## src/rtl/ex_mem_flags_stage.sv

```systemverilog
// ex_mem_flags_stage: EX/MEM pipeline register with NZCV flag register and branch resolution
module ex_mem_flags_stage #(
  parameter int N  = 32,
  parameter int RA = 5
) (
  input  logic          clk,
  input  logic          rst,
  input  logic          stall,
  input  logic          flush,
  input  logic          valid_e,
  input  logic [N-1:0]  ALUResult_e,
  input  logic [3:0]    ALUFlags_e,
  input  logic          FlagWrite_e,
  input  logic          CondBranch_e,
  input  logic [2:0]    Cond_e,
  input  logic          RegWrite_e,
  input  logic          MemWrite_e,
  input  logic [RA-1:0] Rd_e,
  input  logic [N-1:0]  WriteData_e,
  output logic [N-1:0]  ALUResult_m,
  output logic [N-1:0]  WriteData_m,
  output logic [RA-1:0] Rd_m,
  output logic          RegWrite_m,
  output logic          MemWrite_m,
  output logic          valid_m,
  output logic          BranchTaken_m,
  output logic [3:0]    Flags_q
);
  logic       fw;
  logic [3:0] f;
  logic       lt;
  logic [7:0] cond_tab;
  logic       taken;
  // a flag-writing branch resolves against its own fresh flags
  always_comb begin
    fw       = valid_e & FlagWrite_e;
    f        = fw ? ALUFlags_e : Flags_q;
    lt       = f[3] ^ f[0];
    cond_tab = {1'b0, 1'b1, f[2] | lt, ~f[2] & ~lt, ~lt, lt, ~f[2], f[2]};
    taken    = valid_e & CondBranch_e & cond_tab[Cond_e];
  end
  always_ff @(posedge clk or posedge rst)
    if (rst) begin
      ALUResult_m   <= '0;
      WriteData_m   <= '0;
      Rd_m          <= '0;
      RegWrite_m    <= 1'b0;
      MemWrite_m    <= 1'b0;
      valid_m       <= 1'b0;
      BranchTaken_m <= 1'b0;
      Flags_q       <= 4'b0000;
    end else if (flush) begin
      ALUResult_m   <= '0;
      WriteData_m   <= '0;
      Rd_m          <= '0;
      RegWrite_m    <= 1'b0;
      MemWrite_m    <= 1'b0;
      valid_m       <= 1'b0;
      BranchTaken_m <= 1'b0;
    end else if (!stall) begin
      ALUResult_m   <= ALUResult_e;
      WriteData_m   <= WriteData_e;
      Rd_m          <= Rd_e;
      RegWrite_m    <= RegWrite_e & valid_e;
      MemWrite_m    <= MemWrite_e & valid_e;
      valid_m       <= valid_e;
      BranchTaken_m <= taken;
      if (fw) Flags_q <= ALUFlags_e;
    end
endmodule
```

## config.mk

```make
export PLATFORM = sky130hd
export DESIGN_NAME = ex_mem_flags_stage
export DESIGN_NICKNAME = d
export VERILOG_FILES = /design/src/rtl/ex_mem_flags_stage.sv
export SDC_FILE = /design/constraint.sdc
export NUM_CORES = 1
export LEC_CHECK = 0
export CORE_MARGIN = 10
export CORE_UTILIZATION = 41
export CTS_BUF_LIST = sky130_fd_sc_hd__clkbuf_4
export CTS_CLUSTER_DIAMETER = 100
export DETAILED_ROUTE_END_ITERATION = 10
export PLACE_DENSITY = 0.94
export SLEW_MARGIN = 20
export SYNTH_ARGS = -nofsm -noshare
export SYNTH_HDL_FRONTEND = slang
export SYNTH_SLANG_ARGS = --single-unit
```

## constraint.sdc

```tcl
create_clock -name clk -period 2.82 [get_ports clk]
set_clock_uncertainty 0.2 [all_clocks]
set_input_delay 0.282 -clock clk [delete_from_list [all_inputs] [get_ports clk]]
set_output_delay 0.282 -clock clk [all_outputs]
set_load 0.05 [all_outputs]
```

# Word level (Yosys, flattened, before mapping)
# Cells that the tools add are included.
# Widths: inputs -> output; s select.
# classes
addsub	0
mul	0
div_mod_pow	0
n_lt_le_gt_ge	1
eq_ne	1
shift	0
muxes	17
bitwise_logic	12
n_reduce_logical	2
# op_table
cell	n
$mux 32	4
$mux 5	2
$mux 1	9
$and 1x1->1	6
$lt 3x4->1 const B	1
$mux 4	1
$not 1->1	4
$bmux 1 s3	1
$reduce_and 3->1	1
$ne 2x1->1 const B	1
$reduce_and 2->1	1
$or 1x1->1	1
$xor 1x1->1	1
# word_totals
ff_bits	77
latchBits	0
ram_bits	0
mem_bits_ro	0
output_inout_bits	77
wordCells	42
n_memories	0

# Depth between registers and ports, before layout
# Gate-level depths: netlist of run 1.
# depth
ltp_word	10
depth_mapped	5

# Worst setup path before layout of run 1
# Ideal clock, no wire load.
# synth_timing
path_type	register to register
start	reg Flags_q[0]
end	reg BranchTaken_m
setup_time_ns	0.080
t_arrival_ns	1.544
required_time_ns	2.540
setup_slack_ns	0.995
stages_incl_launch_ff	6
n_path_buf	0
period_less_slack_ns	1.825
path_cell_list	dfrtp_1 -> xnor2_1 -> nand3b_1 -> o311ai_1 -> or4_1 -> o211ai_2
# synth_between
elab_chain_len	9
elab_cells_between_ends	10
# synth_rtl
element	line	text
start, declared	27	output logic [3:0] Flags_q
start signal, assigned	68	if (fw) Flags_q <= ALUFlags_e;
$mux 4 *	--	
$xor 1x1->1 *	38	lt = f[3] ^ f[0];
$not 1->1	39	cond_tab = {1'b0, 1'b1, f[2] | lt, ~f[2] & ~lt, ~lt, lt, ~f[2], f[2]};
$and 1x1->1	39	
$bmux 1 s3 *	40	taken = valid_e & CondBranch_e & cond_tab[Cond_e];
$mux 1 (not written as such) *	40	
$and 1x1->1 *	40	
$mux 1 *	60	end else if (!stall) begin
$mux 1 *	52	end else if (flush) begin
end signal, assigned	67	BranchTaken_m <= taken;
end, declared	26	output logic BranchTaken_m,
# Mark *: on every way between the ends. The rest lies on a longest branch, timed or not. The select of a mux whose other input is x is not followed.
# A chain may end at the register's enable or synchronous reset.

# Worst setup path after layout of run 1
# layout_timing
start	reg Flags_q[2]
end	out Flags_q[2]
# No word-level cell between the ends.

==> results of run 1 <==
registers in the layout, indices dropped and copies added, names as in the netlist:
register,flops
ALUResult_m,32
MemWrite_m,1
Flags_q,4
WriteData_m,32
RegWrite_m,1
Rd_m,5
valid_m,1
BranchTaken_m,1
per-stage QoR:
step | cells | hold slack (ps) | power, mW
finish | 525 | 96.0 | 2.79
global route | 525 | 124 | 2.90
CTS | 525 | 103 | 2.81
detailed placement | 509 | 298 | 1.98
global placement | 509 | 290 | 1.96
floorplan | 262 | 234 | 1.65
layout make-up:
type                    instances  share of cell area
clock buffers                  11              0.0163
clock inverters                 5              0.0195
inverters                       2             0.00173
multi-input cells             167               0.230
flip-flops and latches         77               0.381
well taps                      99              0.0245
repair buffers                164               0.327
power by group through the flow:
stage / Clock, mW / Sequential (mW) / Combinational [mW]
after CTS: 0.854 / 1.22 / 0.741
after detailed placement: 0 / 1.24 / 0.739
after global routing: 0.902 / 1.23 / 0.775
after global placement: 0 / 1.23 / 0.727
after floorplan: 0 / 1.49 / 0.168
final: 0.838 / 1.22 / 0.733
layer usage:
layer	vias up	wire length, µm	global-route usage
met4	0	144	0.0563
met1	1213	3600	0.172
met3	14	891	0.0725
met2	100	4990	0.286
li1	1202	-	-
met5	-	0	0
Yosys cell counts, drive strengths merged:
cell type and instances:
a2111o 1, a21oi 3, a22oi 2, and2 1, and2b 2, and3 1
buf 9, clkbuf 7, dfrtp 77, inv 2, mux2 4, mux2i 69
nand2 3, nand2b 1, nand3b 1, nor2 72, o2111ai 1, o211ai 1
o311ai 2, or4 1, xnor2 1, xor2 1
worst paths after layout:
path	to	cells after the start
worst min register to register	Flags_q[1]$_DFFE_PP0P_	1
worst min-delay path	Flags_q[2]$_DFFE_PP0P_	2
max in group asynchronous	ALUResult_m[12]$_DFFE_PP0P_	3
worst max register to register	BranchTaken_m$_DFFE_PP0P_	5
min in group clk	BranchTaken_m$_DFFE_PP0P_	4
worst max-delay path	Flags_q[2]	1
cell families (layout without fill, tap and decap cells):
logic type,count (synthesis),count (layout),synth area share
multiplexers,73,73,0.232
buffers and inverters,18,182,0.0245
XOR/XNOR,2,2,0.00553
AND/OR/NAND/NOR,82,82,0.104
AO/OA/AOI/OAI,10,10,0.0253
flip-flops,77,77,0.608
==> impl_metrics.csv, run 1 <==
group,metric,value,unit
timing,grt_setup_unrepaired,"no",
synth,syn_area,3170,µm²
global_routing,grt_pass1_vias,2857,
synth,ys_seq_area_frac,0.608,
floorplan,die_h,108,µm
global_routing,grt_max_degree,74,
global_routing,grt_usage,0.164,
routing,drt-vias-per-instance,4.82,
global_routing,antenna_found_initial,0,
setup_path,max_stage_delay,840,ps
clock_tree,htreeDepth,3,
global_routing,grt_overflow,0,
timing,max-slew-margin-rel,0.500,
placement,placed_area,4870,µm²
setup_path,critPathCaptureType,"output port",
setup_path,crit_chain,"clkdlybuf4s50_1",
finish,drive_above_1_share,0.0610,
timing,fmax,463,MHz
synth,synthDistinctLibCells,23,
floorplan,start_util,0.430,
power,leakage,2.37,nW
timing,setup_viol,0,
placement,dp_slack,686,ps
timing,worstMarginPinSlew,749,ps
timing,post-route-min-period,2160,ps
power,clockPowerShare,0.301,
setup_path,slowest_stage,"clkdlybuf4s50_1",
synth,synth_nets,347,
outcome,status,"finished, final reports clean",
routing,drt-initial-drc-count,81,
setup_path,reg2reg_from,"Flags_q[0]$_DFFE_PP0P_",
clock_tree,ctsHoldBuffers,0,
clock_tree,ctsResizeCount,0,
power,power.internal,1.94,mW
power,p_per_area,551,nW/µm²
setup_path,cp-start-kind,"register",
synth,synth_top_cell_area_share,0.608,
synth,synth.area.top_cells,"dfrtp_1, mux2i_1, nor2_1",
floorplan,rows,31,
clock_tree,cts.sinks,77,
finish,finish.utilization,0.686,
placement,gp_congestion,0.773,
global_routing,grt_pass1_wl,15.0,mm
job,max_cap_violations,0,
clock_tree,cts_setup_buffers,0,
placement,portBuffers,161,
finish,layout_common_cells,"clkdlybuf4s50_1, dfrtp_1, nor2_1",
setup_path,cp_data_arrival_time,1680,ps
power,net-switching-power,0.847,mW
finish,multi_input_area,1160,µm²
routing,vias,2529,
timing,fin_crit_sh,0.767,
power,combPwrFrac,0.263,
power,power_frac_seq,0.436,
finish,post-route-cell-area,5060,µm²
setup_path,worstPathRequired,2340,ps
worst_hold_path,hp-class,"in2async",
floorplan,dieArea,11600,µm²
floorplan,ios,162,
synth,synth_top_cell_by_area,"dfrtp_1",
finish,regArea,1930,µm²
routing,first_pass_iters,4,
clock_tree,path_clk_slew,120,ps
setup_path,worstSetupPathType,"reg2out",
clock_tree,cts_buffer_depth,2,
synth,synthCells,262,
setup_path,cp_top_family,"buffers and inverters",
power,swShare,0.304,
setup_path,critPathBufInv,1,
finish,nFillCells,558,
setup_path,cp_max_fo,4,
finish,nets,506,
synth,synth.ff_latch_count,77,
setup_path,cp-startpoint,"Flags_q[2]$_DFFE_PP0P_",
finish,layout_commonest_cell,"clkdlybuf4s50_1",
routing,wire_per_inst,18.3,µm
timing,drv_slew,0,
setup_path,r2r_slack,1180,ps
placement,hpwl,7.24,mm
power,max-vdd-ir-drop,482,µV
routing,ant_nets,0,
finish,area_growth,59.6,%
synth,avgSynthCellArea,12.1,µm²
finish,diodes,0,
floorplan,die_x,108,µm
routing,drt-total-wl,9.62,mm
timing,fin_ws,658,ps
clock_tree,numCtsBuffers,9,
clock_tree,cts-root-buf,"clkbuf_4",
timing,hold_viol_final,0,
clock_tree,cts_tree,"done",
synth,yosysWarningCount,0,
timing,setup_tns,0,ps
routing,drcViolationCount,0,
clock_tree,clock_latency,400,ps
floorplan,core,7370,µm²
No activity file was read; power rests on OpenSTA's default activity.
==> inputs of run 2 (changes only) <==
==> constraint.sdc (replaced) <==
create_clock -name clk -period 2 [get_ports clk]
set_clock_uncertainty 0.2 [all_clocks]
set_input_delay 0.2 -clock clk [delete_from_list [all_inputs] [get_ports clk]]
set_output_delay 0.2 -clock clk [all_outputs]
set_load 0.05 [all_outputs]
==> run 2 against run 1 <==
Non-clock buffer count is 1 higher. First-iteration DRC count decreased by 1.2%. Hold slack lost 43 ps. Sequential power rose by 40%. Sequential share of layout area up 0.29 points. Worst setup slack got worse by 420 ps. Global-route usage shrank 0.48 points. Core utilization down 0.51 points. Critical path depth did not move. Critical path type unchanged. Largest cell class unchanged.
==> impl_metrics.csv, run 2 (same netlist as run 1, synthesis figures left out) <==
group,metric,value,unit
routing,first_pass_iters,4,
global_routing,antenna_found_initial,0,
global_routing,grt_overflow,0,
clock_tree,cts.sinks,77,
timing,max-slew-margin-rel,0.499,
setup_path,worstSetupPathType,"reg2out",
worst_hold_path,hp-class,"in2async",
routing,drt-initial-drc-count,80,
clock_tree,path_clk_slew,140,ps
global_routing,grt_usage,0.159,
clock_tree,cts-root-buf,"clkbuf_4",
routing,ant_nets,0,
outcome,status,"finished, final reports clean",
timing,drv_slew,0,
floorplan,rows,31,
finish,nFillCells,593,
routing,wire_per_inst,18.0,µm
timing,post-route-min-period,1760,ps
setup_path,max_stage_delay,560,ps
power,power_frac_seq,0.446,
timing,setup_viol,0,
clock_tree,cts_buffer_depth,2,
power,swShare,0.306,
clock_tree,numCtsBuffers,9,
global_routing,grt_pass1_wl,14.7,mm
floorplan,start_util,0.430,
finish,diodes,0,
global_routing,grt_pass1_vias,2742,
clock_tree,cts_tree,"done",
routing,drt-total-wl,9.46,mm
timing,fin_crit_sh,0.880,
finish,area_growth,58.4,%
clock_tree,clock_latency,380,ps
routing,drt-vias-per-instance,4.88,
placement,dp_slack,-3.82,ps
placement,gp_congestion,0.767,
clock_tree,htreeDepth,3,
setup_path,crit_chain,"dlygate4sd2_1",
setup_path,cp_top_family,"buffers and inverters",
power,combPwrFrac,0.254,
finish,reg_top3,"ALUResult_m (32), WriteData_m (32), Rd_m (5)",
routing,drcViolationCount,0,
timing,worstMarginPinSlew,751,ps
finish,post-route-cell-area,5020,µm²
floorplan,core,7370,µm²
setup_path,cp_data_arrival_time,1360,ps
finish,nets,507,
finish,drive_above_1_share,0.0728,
timing,fmax,568,MHz
setup_path,slowest_stage,"dlygate4sd2_1",
finish,layout_commonest_cell,"clkdlybuf4s50_1",
setup_path,critPathBufInv,1,
placement,hpwl,7.07,mm
placement,placed_area,4870,µm²
floorplan,ios,162,
setup_path,worstPathRequired,1600,ps
setup_path,cp_max_fo,4,
power,net-switching-power,1.17,mW
finish,finish.utilization,0.681,
power,clockPowerShare,0.299,
timing,grt_setup_unrepaired,"no",
setup_path,critPathCaptureType,"output port",
floorplan,die_x,108,µm
timing,hold_viol_final,0,
power,leakage,2.82,nW
setup_path,cp-start-kind,"register",
floorplan,dieArea,11600,µm²
placement,portBuffers,161,
floorplan,die_h,108,µm
finish,layout_common_cells,"clkdlybuf4s50_1, dfrtp_1, nor2_1",
power,max-vdd-ir-drop,481,µV
global_routing,grt_max_degree,78,
timing,fin_ws,241,ps
power,power.internal,2.66,mW
routing,vias,2562,
job,max_cap_violations,0,
power,p_per_area,765,nW/µm²
==> run 2: cell count changes in the layout (fill, tap and decap cells not counted) <==
cell and change:
buf_4 +5, dlygate4sd2_1 +57, clkinvlp_4 +1, dlymetal6s2s_1 +16, clkdlybuf4s50_1 -77, clkinv_1 -1
clkbuf_4 -1
==> run 2: cell type report <==
| cell class | count | area, µm² | share of cell area |
|---|---|---|---|
| clock inverter | 5 | 100 | 0.0199 |
| tap | 99 | 124 | 0.0247 |
| clock buffer | 10 | 75.1 | 0.0150 |
| inverter | 2 | 11.3 | 0.00224 |
| sequential | 77 | 1930 | 0.384 |
| multi-input combinational | 167 | 1160 | 0.232 |
| timing repair buffer | 165 | 1620 | 0.322 |
==> run 2: power by group through the flow <==
stage	combinational, mW	sequential, mW	clock (mW)
after floorplan	0.238	2.09	0
after global placement	1.02	1.74	0
after detailed placement	1.04	1.75	0
after CTS	0.990	1.71	1.17
after global routing	1.04	1.73	1.26
final	0.975	1.71	1.15
==> run 2: per-stage QoR <==
step / setup TNS [ps] / hold WS (ps) / total power [mW] / std cells
6_report: 0 / 53.5 / 3.84 / 525
5_1_grt: 0 / 61.9 / 4.02 / 525
4_1_cts: 0 / 50.4 / 3.88 / 525
3_5_place_dp: -3.82 / 302 / 2.79 / 510
3_3_place_gp: 0 / 291 / 2.76 / 510
2_1_floorplan: 0 / 152 / 2.33 / 262
==> run 2: what timing repair did <==
action | 4_1_cts | 5_1_grt
endpoints found under the setup margin | 57 | 16
resized for setup | 57 | 16
hold buffers | 0 | 0
hold endpoints to repair | 0 | 0
setup buffers | 0 | 0
pin swaps | 0 | 0
==> run 2: worst paths after layout <==
check                           depth (start not counted)  slack [ps]                    from                     endpoint
worst min-delay path                                    3          50                     rst  ALUResult_m[28]$_DFFE_PP0P_
worst min register to register                          1         330  Flags_q[1]$_DFFE_PP0P_       Flags_q[1]$_DFFE_PP0P_
worst max register to register                          5         380  Flags_q[0]$_DFFE_PP0P_    BranchTaken_m$_DFFE_PP0P_
min in group clk                                        4         100                   flush    BranchTaken_m$_DFFE_PP0P_
worst max-delay path                                    1         240  Flags_q[2]$_DFFE_PP0P_                   Flags_q[2]
max in group asynchronous                               3        1230                     rst       Flags_q[3]$_DFFE_PP0P_
==> run 2: per-layer routing <==
| metal | track usage | share of wire | vias to the layer above |
|---|---|---|---|
| met5 | 0 | 0 | - |
| met4 | 0.0544 | 0.012 | 0 |
| met3 | 0.0665 | 0.086 | 11 |
| met2 | 0.270 | 0.51 | 98 |
| met1 | 0.177 | 0.39 | 1240 |
| li1 | - | - | 1213 |
